$ cat config.mk
export PLATFORM = sky130hd
export DESIGN_NAME = bram_arbiter
export DESIGN_NICKNAME = d
export VERILOG_FILES = /design/src/rtl/bram_arbiter.sv
export SDC_FILE = /design/constraint.sdc
export NUM_CORES = 1
export LEC_CHECK = 0
export CAP_MARGIN = 20
export CORE_MARGIN = 4
export CORE_UTILIZATION = 30
export DETAILED_ROUTE_END_ITERATION = 16
export PLACE_DENSITY = 0.76
export SYNTH_ARGS = -nofsm -noshare
export SYNTH_HDL_FRONTEND = slang
export SYNTH_SLANG_ARGS = --single-unit
$ cat constraint.sdc
create_clock -name clk -period 1.45 [get_ports clk]
set_input_delay 0.145 -clock clk [delete_from_list [all_inputs] [get_ports clk]]
set_output_delay 0.145 -clock clk [all_outputs]
set_load 0.02 [all_outputs]
$ cat src/rtl/bram_arbiter.sv
// Two-port round-robin arbiter and sequencer for a single-port 32-bit BRAM.
// Issues one registered access per cycle and returns read data to the issuing port.
module bram_arbiter #(
  parameter int P_ADDR_BITS    = 14,
  parameter int P_READ_LATENCY = 2,
  parameter int P_CNT_BITS     = 16
) (
  input  logic                   clk,
  input  logic                   rst,
  input  logic                   a_req_valid,
  output logic                   a_req_ready,
  input  logic                   a_req_we,
  input  logic [P_ADDR_BITS-1:0] a_req_addr,
  input  logic [31:0]            a_req_wdata,
  output logic                   a_rsp_valid,
  output logic [31:0]            a_rsp_rdata,
  input  logic                   b_req_valid,
  output logic                   b_req_ready,
  input  logic                   b_req_we,
  input  logic [P_ADDR_BITS-1:0] b_req_addr,
  input  logic [31:0]            b_req_wdata,
  output logic                   b_rsp_valid,
  output logic [31:0]            b_rsp_rdata,
  output logic                   bram_en,
  output logic                   bram_wren,
  output logic [P_ADDR_BITS-1:0] bram_addr,
  output logic [31:0]            bram_d_in,
  input  logic [31:0]            bram_d_out,
  output logic [P_CNT_BITS-1:0]  conflict_cnt
);

  localparam int   DATA_W = 32;
  localparam int   L      = P_READ_LATENCY;
  localparam logic PORT_A = 1'b0;
  localparam logic PORT_B = 1'b1;

  function automatic logic [P_CNT_BITS-1:0] sat_inc(input logic [P_CNT_BITS-1:0] v);
    return (&v) ? v : v + 1'b1;
  endfunction

  logic                   rr_last_q, rr_last_d;
  logic                   a_grant, b_grant, hs;
  logic                   sel_we;
  logic [P_ADDR_BITS-1:0] sel_addr;
  logic [DATA_W-1:0]      sel_wdata;

  logic                   iss_vld_q, iss_vld_d;
  logic                   iss_we_q, iss_we_d;
  logic [P_ADDR_BITS-1:0] addr_q, addr_d;
  logic [DATA_W-1:0]      din_q, din_d;

  logic [L:0]             tag_vld_q, tag_vld_d;
  logic [L:0]             tag_port_q, tag_port_d;
  logic [P_CNT_BITS-1:0]  cnt_q, cnt_d;

  // Grant: a lone requester wins; on a conflict the port that did not win last time goes.
  always_comb begin
    a_grant = 1'b0;
    b_grant = 1'b0;
    if (!rst) begin
      if (a_req_valid && b_req_valid) begin
        a_grant = (rr_last_q == PORT_B);
        b_grant = (rr_last_q == PORT_A);
      end else begin
        a_grant = a_req_valid;
        b_grant = b_req_valid;
      end
    end
  end

  assign a_req_ready = a_grant;
  assign b_req_ready = b_grant;
  assign hs          = a_grant | b_grant;

  always_comb begin
    sel_we    = b_grant ? b_req_we    : a_req_we;
    sel_addr  = b_grant ? b_req_addr  : a_req_addr;
    sel_wdata = b_grant ? b_req_wdata : a_req_wdata;
  end

  always_comb begin
    rr_last_d  = rr_last_q;
    iss_vld_d  = hs;
    iss_we_d   = hs & sel_we;
    addr_d     = addr_q;
    din_d      = din_q;
    tag_vld_d  = {tag_vld_q[L-1:0], hs & ~sel_we};
    tag_port_d = {tag_port_q[L-1:0], b_grant};
    cnt_d      = cnt_q;
    if (hs) begin
      rr_last_d = b_grant ? PORT_B : PORT_A;
      addr_d    = sel_addr;
      din_d     = sel_wdata;
    end
    if (a_req_valid && b_req_valid && !rst) begin
      cnt_d = sat_inc(cnt_q);
    end
  end

  // Issue stage: handshake registered, BRAM driven the following cycle
  always_ff @(posedge clk) begin
    if (rst) begin
      rr_last_q  <= PORT_B;
      iss_vld_q  <= 1'b0;
      iss_we_q   <= 1'b0;
      addr_q     <= '0;
      din_q      <= '0;
      tag_vld_q  <= '0;
      tag_port_q <= '0;
      cnt_q      <= '0;
    end else begin
      rr_last_q  <= rr_last_d;
      iss_vld_q  <= iss_vld_d;
      iss_we_q   <= iss_we_d;
      addr_q     <= addr_d;
      din_q      <= din_d;
      tag_vld_q  <= tag_vld_d;
      tag_port_q <= tag_port_d;
      cnt_q      <= cnt_d;
    end
  end

  assign bram_en      = iss_vld_q;
  assign bram_wren    = iss_we_q;
  assign bram_addr    = addr_q;
  assign bram_d_in    = din_q;
  assign conflict_cnt = cnt_q;

  // Return stage: oldest tag lines up with the BRAM output word
  always_comb begin
    a_rsp_valid = !rst && tag_vld_q[L] && (tag_port_q[L] == PORT_A);
    b_rsp_valid = !rst && tag_vld_q[L] && (tag_port_q[L] == PORT_B);
    a_rsp_rdata = a_rsp_valid ? bram_d_out : '0;
    b_rsp_rdata = b_rsp_valid ? bram_d_out : '0;
  end

endmodule

Word-level counts from Yosys, hierarchy flattened
Index checks and enable logic that the tools add are counted.
{"block": "word_totals", "reg_bits": 71, "out_inout_bits": 132, "wordCells": 34}
{"block": "classes", "n_bitwise": 7, "add_sub_neg": 1, "reduce_logical": 8, "mux": 10}
{"cell": "$mux W32", "count": 3}
{"cell": "$add A16 B1 Y16 const B", "count": 1}
{"cell": "$reduce_and A16 Y1", "count": 1}
{"cell": "$mux W14", "count": 1}
{"cell": "$mux W1", "count": 6}
{"cell": "$logic_and A1 B1 Y1", "count": 5}
{"cell": "$not A1 Y1", "count": 4}
{"cell": "$and A1 B1 Y1", "count": 2}
{"cell": "$reduce_and A2 Y1", "count": 1}
{"cell": "$logic_not A1 Y1", "count": 1}
{"cell": "$or A1 B1 Y1", "count": 1}

Logic depth before layout (Yosys ltp)
{"block": "depth", "word_depth": 6, "depth_mapped": 8}

Worst setup path before layout
No wires, ideal clock.
{"block": "synth_path", "path_type": "reg-to-reg", "startpoint": "register cnt_q[0], in the netlist conflict_cnt[0]", "endpoint": "register cnt_q[0], in the netlist conflict_cnt[0]", "path_stages_with_launch": 6, "setup_slack_ns": -0.249, "t_arrival_ns": 1.578, "path_buffers": 0, "required_time_ns": 1.329, "synth_period_minus_slack_ns": 1.699, "path_cell_list": "dfxtp_1 ha_1 nand4_1 nor4_4 nor2_2 mux2_4"}
{"block": "synth_via", "elab_chain_cells": 3, "word_cells_on_any_way": 4}
{"element": "start, declared", "line_no": "54", "rtl": "logic [P_CNT_BITS-1:0] cnt_q, cnt_d;"}
{"element": "start signal, assigned", "line_no": "119", "rtl": "cnt_q <= cnt_d;"}
{"element": "branches (longest 3 deep; another with $add A16 B1 Y16)"}
Parallel ways; which one is timed is not known.
A chain may end at the register's enable or synchronous reset.

Worst setup path in the final report
{"block": "layout_path", "startpoint": "register tag_port_q[2]", "endpoint": "output a_rsp_rdata[8]"}
{"block": "layout_via", "elab_chain_cells": 3}
{"element": "start, declared", "line_no": "53", "rtl": "logic [L:0] tag_port_q, tag_port_d;"}
{"element": "start signal, assigned", "line_no": "118", "rtl": "tag_port_q <= tag_port_d;"}
{"element": "$not A1 Y1", "line_no": "131", "rtl": "a_rsp_valid = !rst && tag_vld_q[L] && (tag_port_q[L] == PORT_A);"}
{"element": "$logic_and A1 B1 Y1", "line_no": "131"}
{"element": "$mux W32", "line_no": "133", "rtl": "a_rsp_rdata = a_rsp_valid ? bram_d_out : '0;"}
{"element": "end, declared", "line_no": "16", "rtl": "output logic [31:0] a_rsp_rdata,"}
No other way between the ends.

==> metrics.md <==
| Metric | Value |
|---|---|
| Wirelength, routed | 15600 um |
| Mapped Avg Cell Area | 8.38 um2 |
| DRC violations left | 0 |
| Max-cap violations | 0 |
| Peak Freq | 638 MHz |
| Cell area after synthesis | 3380 um2 |
| Worst path arrival time | 1420 ps |
| P per Cell Area | 789 nW/um2 |
| Commonest cells after routing, fill and taps aside | 145 x clkdlybuf4s50_1, 68 x buf_4, 56 x nand2_1 |
| Syn Nets | 535 |
| Final Non-Filler Cells | 850 |
| HPWL Detailed | 10900 um |
| Starting density of the core | 30.9% |
| Static Leakage | 3.44 nW |
| RSZ-0062 raised after global routing | true |
| Commonest non-fill, non-tap cell in the layout | clkdlybuf4s50_1 |
| CP Max Fanout | 8 |
| Endpoints failing hold | 0 |
| EDFF count, synth | 0 |
| Placer Congestion | 1.00 |
| Synth top area cells | dfxtp_1 42%, and2_1 12%, a22oi_1 10%, a21oi_1 7.7%, nand2_1 6.3% |
| Fillers | 886 |
| Final non-filler cell area | 7280 um2 |
| CP startpoint kind | flop |
| Tcrit/Tclk final | 108% |
| Die W | 114 um |
| Min-Delay Path Class | input port to flop |
| Worst-path clk slew | 60 ps |
| Sequential fraction of the synthesis area | 42.0% |
| Post-synth top area cell | dfxtp_1 |
| Status | finished with violations |
| Mean routed wirelength per cell | 18.3 um |
| Antenna Cells | 0 |
| Period minus WS final | 1570 ps |
| Max-slew violation count | 0 |
| Yosys cell types | 43 |
| Worst-skew pair later-pin latency | 320 ps |
| Root Driver | clkbuf_16 |
| Placed Area | 6490 um2 |
| First-pass GRT wire length | 21000 um |
| CP Capture Type | output pin |
| IO Port Bufs | 261 |
| Num Clock Sinks | 71 |
| Max rail drop VDD | 0.000522 V |
| Std cell rows | 38 |
| Worst EP required | 1310 ps |
| Gr ovfl total | 0 |
| TritonRoute pass-1 iters | 5 |
| Max clock buf depth | 2 |
| Gr usage total | 20.1% |
| Ys flop type | dfxtp_1 |
| Top Ports | 262 |
| Final clock skew | 5.92 ps |
| DR vias/cell | 5.09 |
| Final hold slack | 259 ps |
| Layout Nets | 836 |
| FFs w/ async S/R, synth | 0% |
| Die Height | 114 um |
| Vias in the first global route | 4096 |
| Antenna viol nets, final | 0 |
| Relative slew slack | 79.5% |
| Final number of setup-violating endpoints | 56 |
| Core area | 10900 um2 |
| Setup slack after layout | -118 ps |
| Initial antenna violation count | 0 |
| Initial DRC Count | 183 |
| Vias | 4323 |
| Top cell type's share of synthesized area | 42.0% |
| Tightest Pin Transition | 303 ps |
| Synthesized flop and latch total | 71 |
| Largest net degree at the start of global routing | 47 |
| Yosys warns | 0 |
| Violated checks | setup timing |
| CTS tree | yes |
| Inst Count DP | 820 |
| Area growth syn-to-layout | 115% |
| Share of cells above drive strength 1 | 32.5% |
| CTS buffer count | 9 |
| H-Tree Depth | 3 |
| WS Path Type | flop to output pin |
| Syn Inst Count | 404 |
| Place WS | -453 ps |
| Die area | 13000 um2 |
## power by group
part / switching, mW / total (mW) / leakage [nW] / internal, mW
combinational: 0.551 / 1.27 / 2.69 / 0.719
sequential: 0.0563 / 2.11 / 0.593 / 2.06
clock: 0.852 / 2.36 / 0.152 / 1.51
## path summary, 6_finish.rpt
kind	start	depth (start not counted)	slack [ps]	endpoint
hold / removal	rst	3	260	conflict_cnt[14]
setup reg to reg	conflict_cnt[1]	7	-40	conflict_cnt[15]
setup / recovery	tag_port_q[2]	5	-120	a_rsp_rdata[8]
hold reg to reg	tag_vld_q[0]	1	430	tag_vld_q[1]
## stage by stage
stage | TNS [ps] | util (%) | power [mW]
6_report | -3660 | 66.6 | 5.74
5_1_grt | -7480 | 66.6 | 5.98
4_1_cts | -2460 | 62.8 | 5.70
3_5_place_dp | -31500 | 59.3 | 3.32
3_3_place_gp | -27500 | 59.3 | 3.30
2_1_floorplan | -138 | - | 2.60
## flip-flops by register name, summed over array words and instances, names as in the netlist
| name | cells |
|---|---|
| bram_addr | 14 |
| bram_d_in | 32 |
| bram_en | 1 |
| bram_wren | 1 |
| conflict_cnt | 16 |
| rr_last_q | 1 |
| tag_port_q | 3 |
| tag_vld_q | 3 |
## cell families (layout without fill, tap and decap cells)
kind of cell / Yosys count / in the layout / share of synthesized area, %
AND/OR/NAND/NOR: 170 / 170 / 27.6
buffers and inverters: 34 / 340 / 4.95
adder cells (fa/ha/maj): 1 / 1 / 0.370
flip-flops: 71 / 71 / 42.0
multiplexers: 6 / 6 / 2.03
AO/OA/AOI/OAI: 122 / 122 / 23.1
## what timing repair did
item,CTS,global route
buffers inserted,2,4
setup endpoints to repair,109,149
pin swaps,9,18
cloned,1,10
resized for setup,426,84
hold buffers,0,0
## worst max-delay path, cell delays in order (launching register included)
cell and delay, ps:
dfxtp_2 330, nor3b_4 210, buf_6 160, buf_8 130
and2_1 150, buf_6 120
## layer usage
layer | global-route usage (%) | wire length (um)
met5 | 0 | 0
met1 | 21.0 | 5480
met2 | 39.0 | 8400
met3 | 4.97 | 1330
met4 | 6.25 | 334
## final cells by class
cell class | instances | area [um2] | share of cell area, %
clock buffers | 9 | 225 | 3.09
clock inverters | 7 | 95.1 | 1.31
inverters | 3 | 11.3 | 0.155
multi-input cells | 299 | 2050 | 28.2
flip-flops and latches | 71 | 1460 | 20.0
well taps | 140 | 175 | 2.41
repair buffers | 321 | 3260 | 44.8
## cell usage after synthesis (3+ instances only)
cell	count
o21ai_0	7
nand3_1	6
nor2b_1	8
dfxtp_1	71
and2_1	66
o311ai_0	4
buf_2	14
clkbuf_1	11
buf_4	4
a22oi_1	46
or3_1	3
and3_1	3
nand4_1	8
nor2_1	8
and4_1	3
mux2_2	3
nand2_1	57
a21oi_1	52
(Power assumes the default switching activity.)
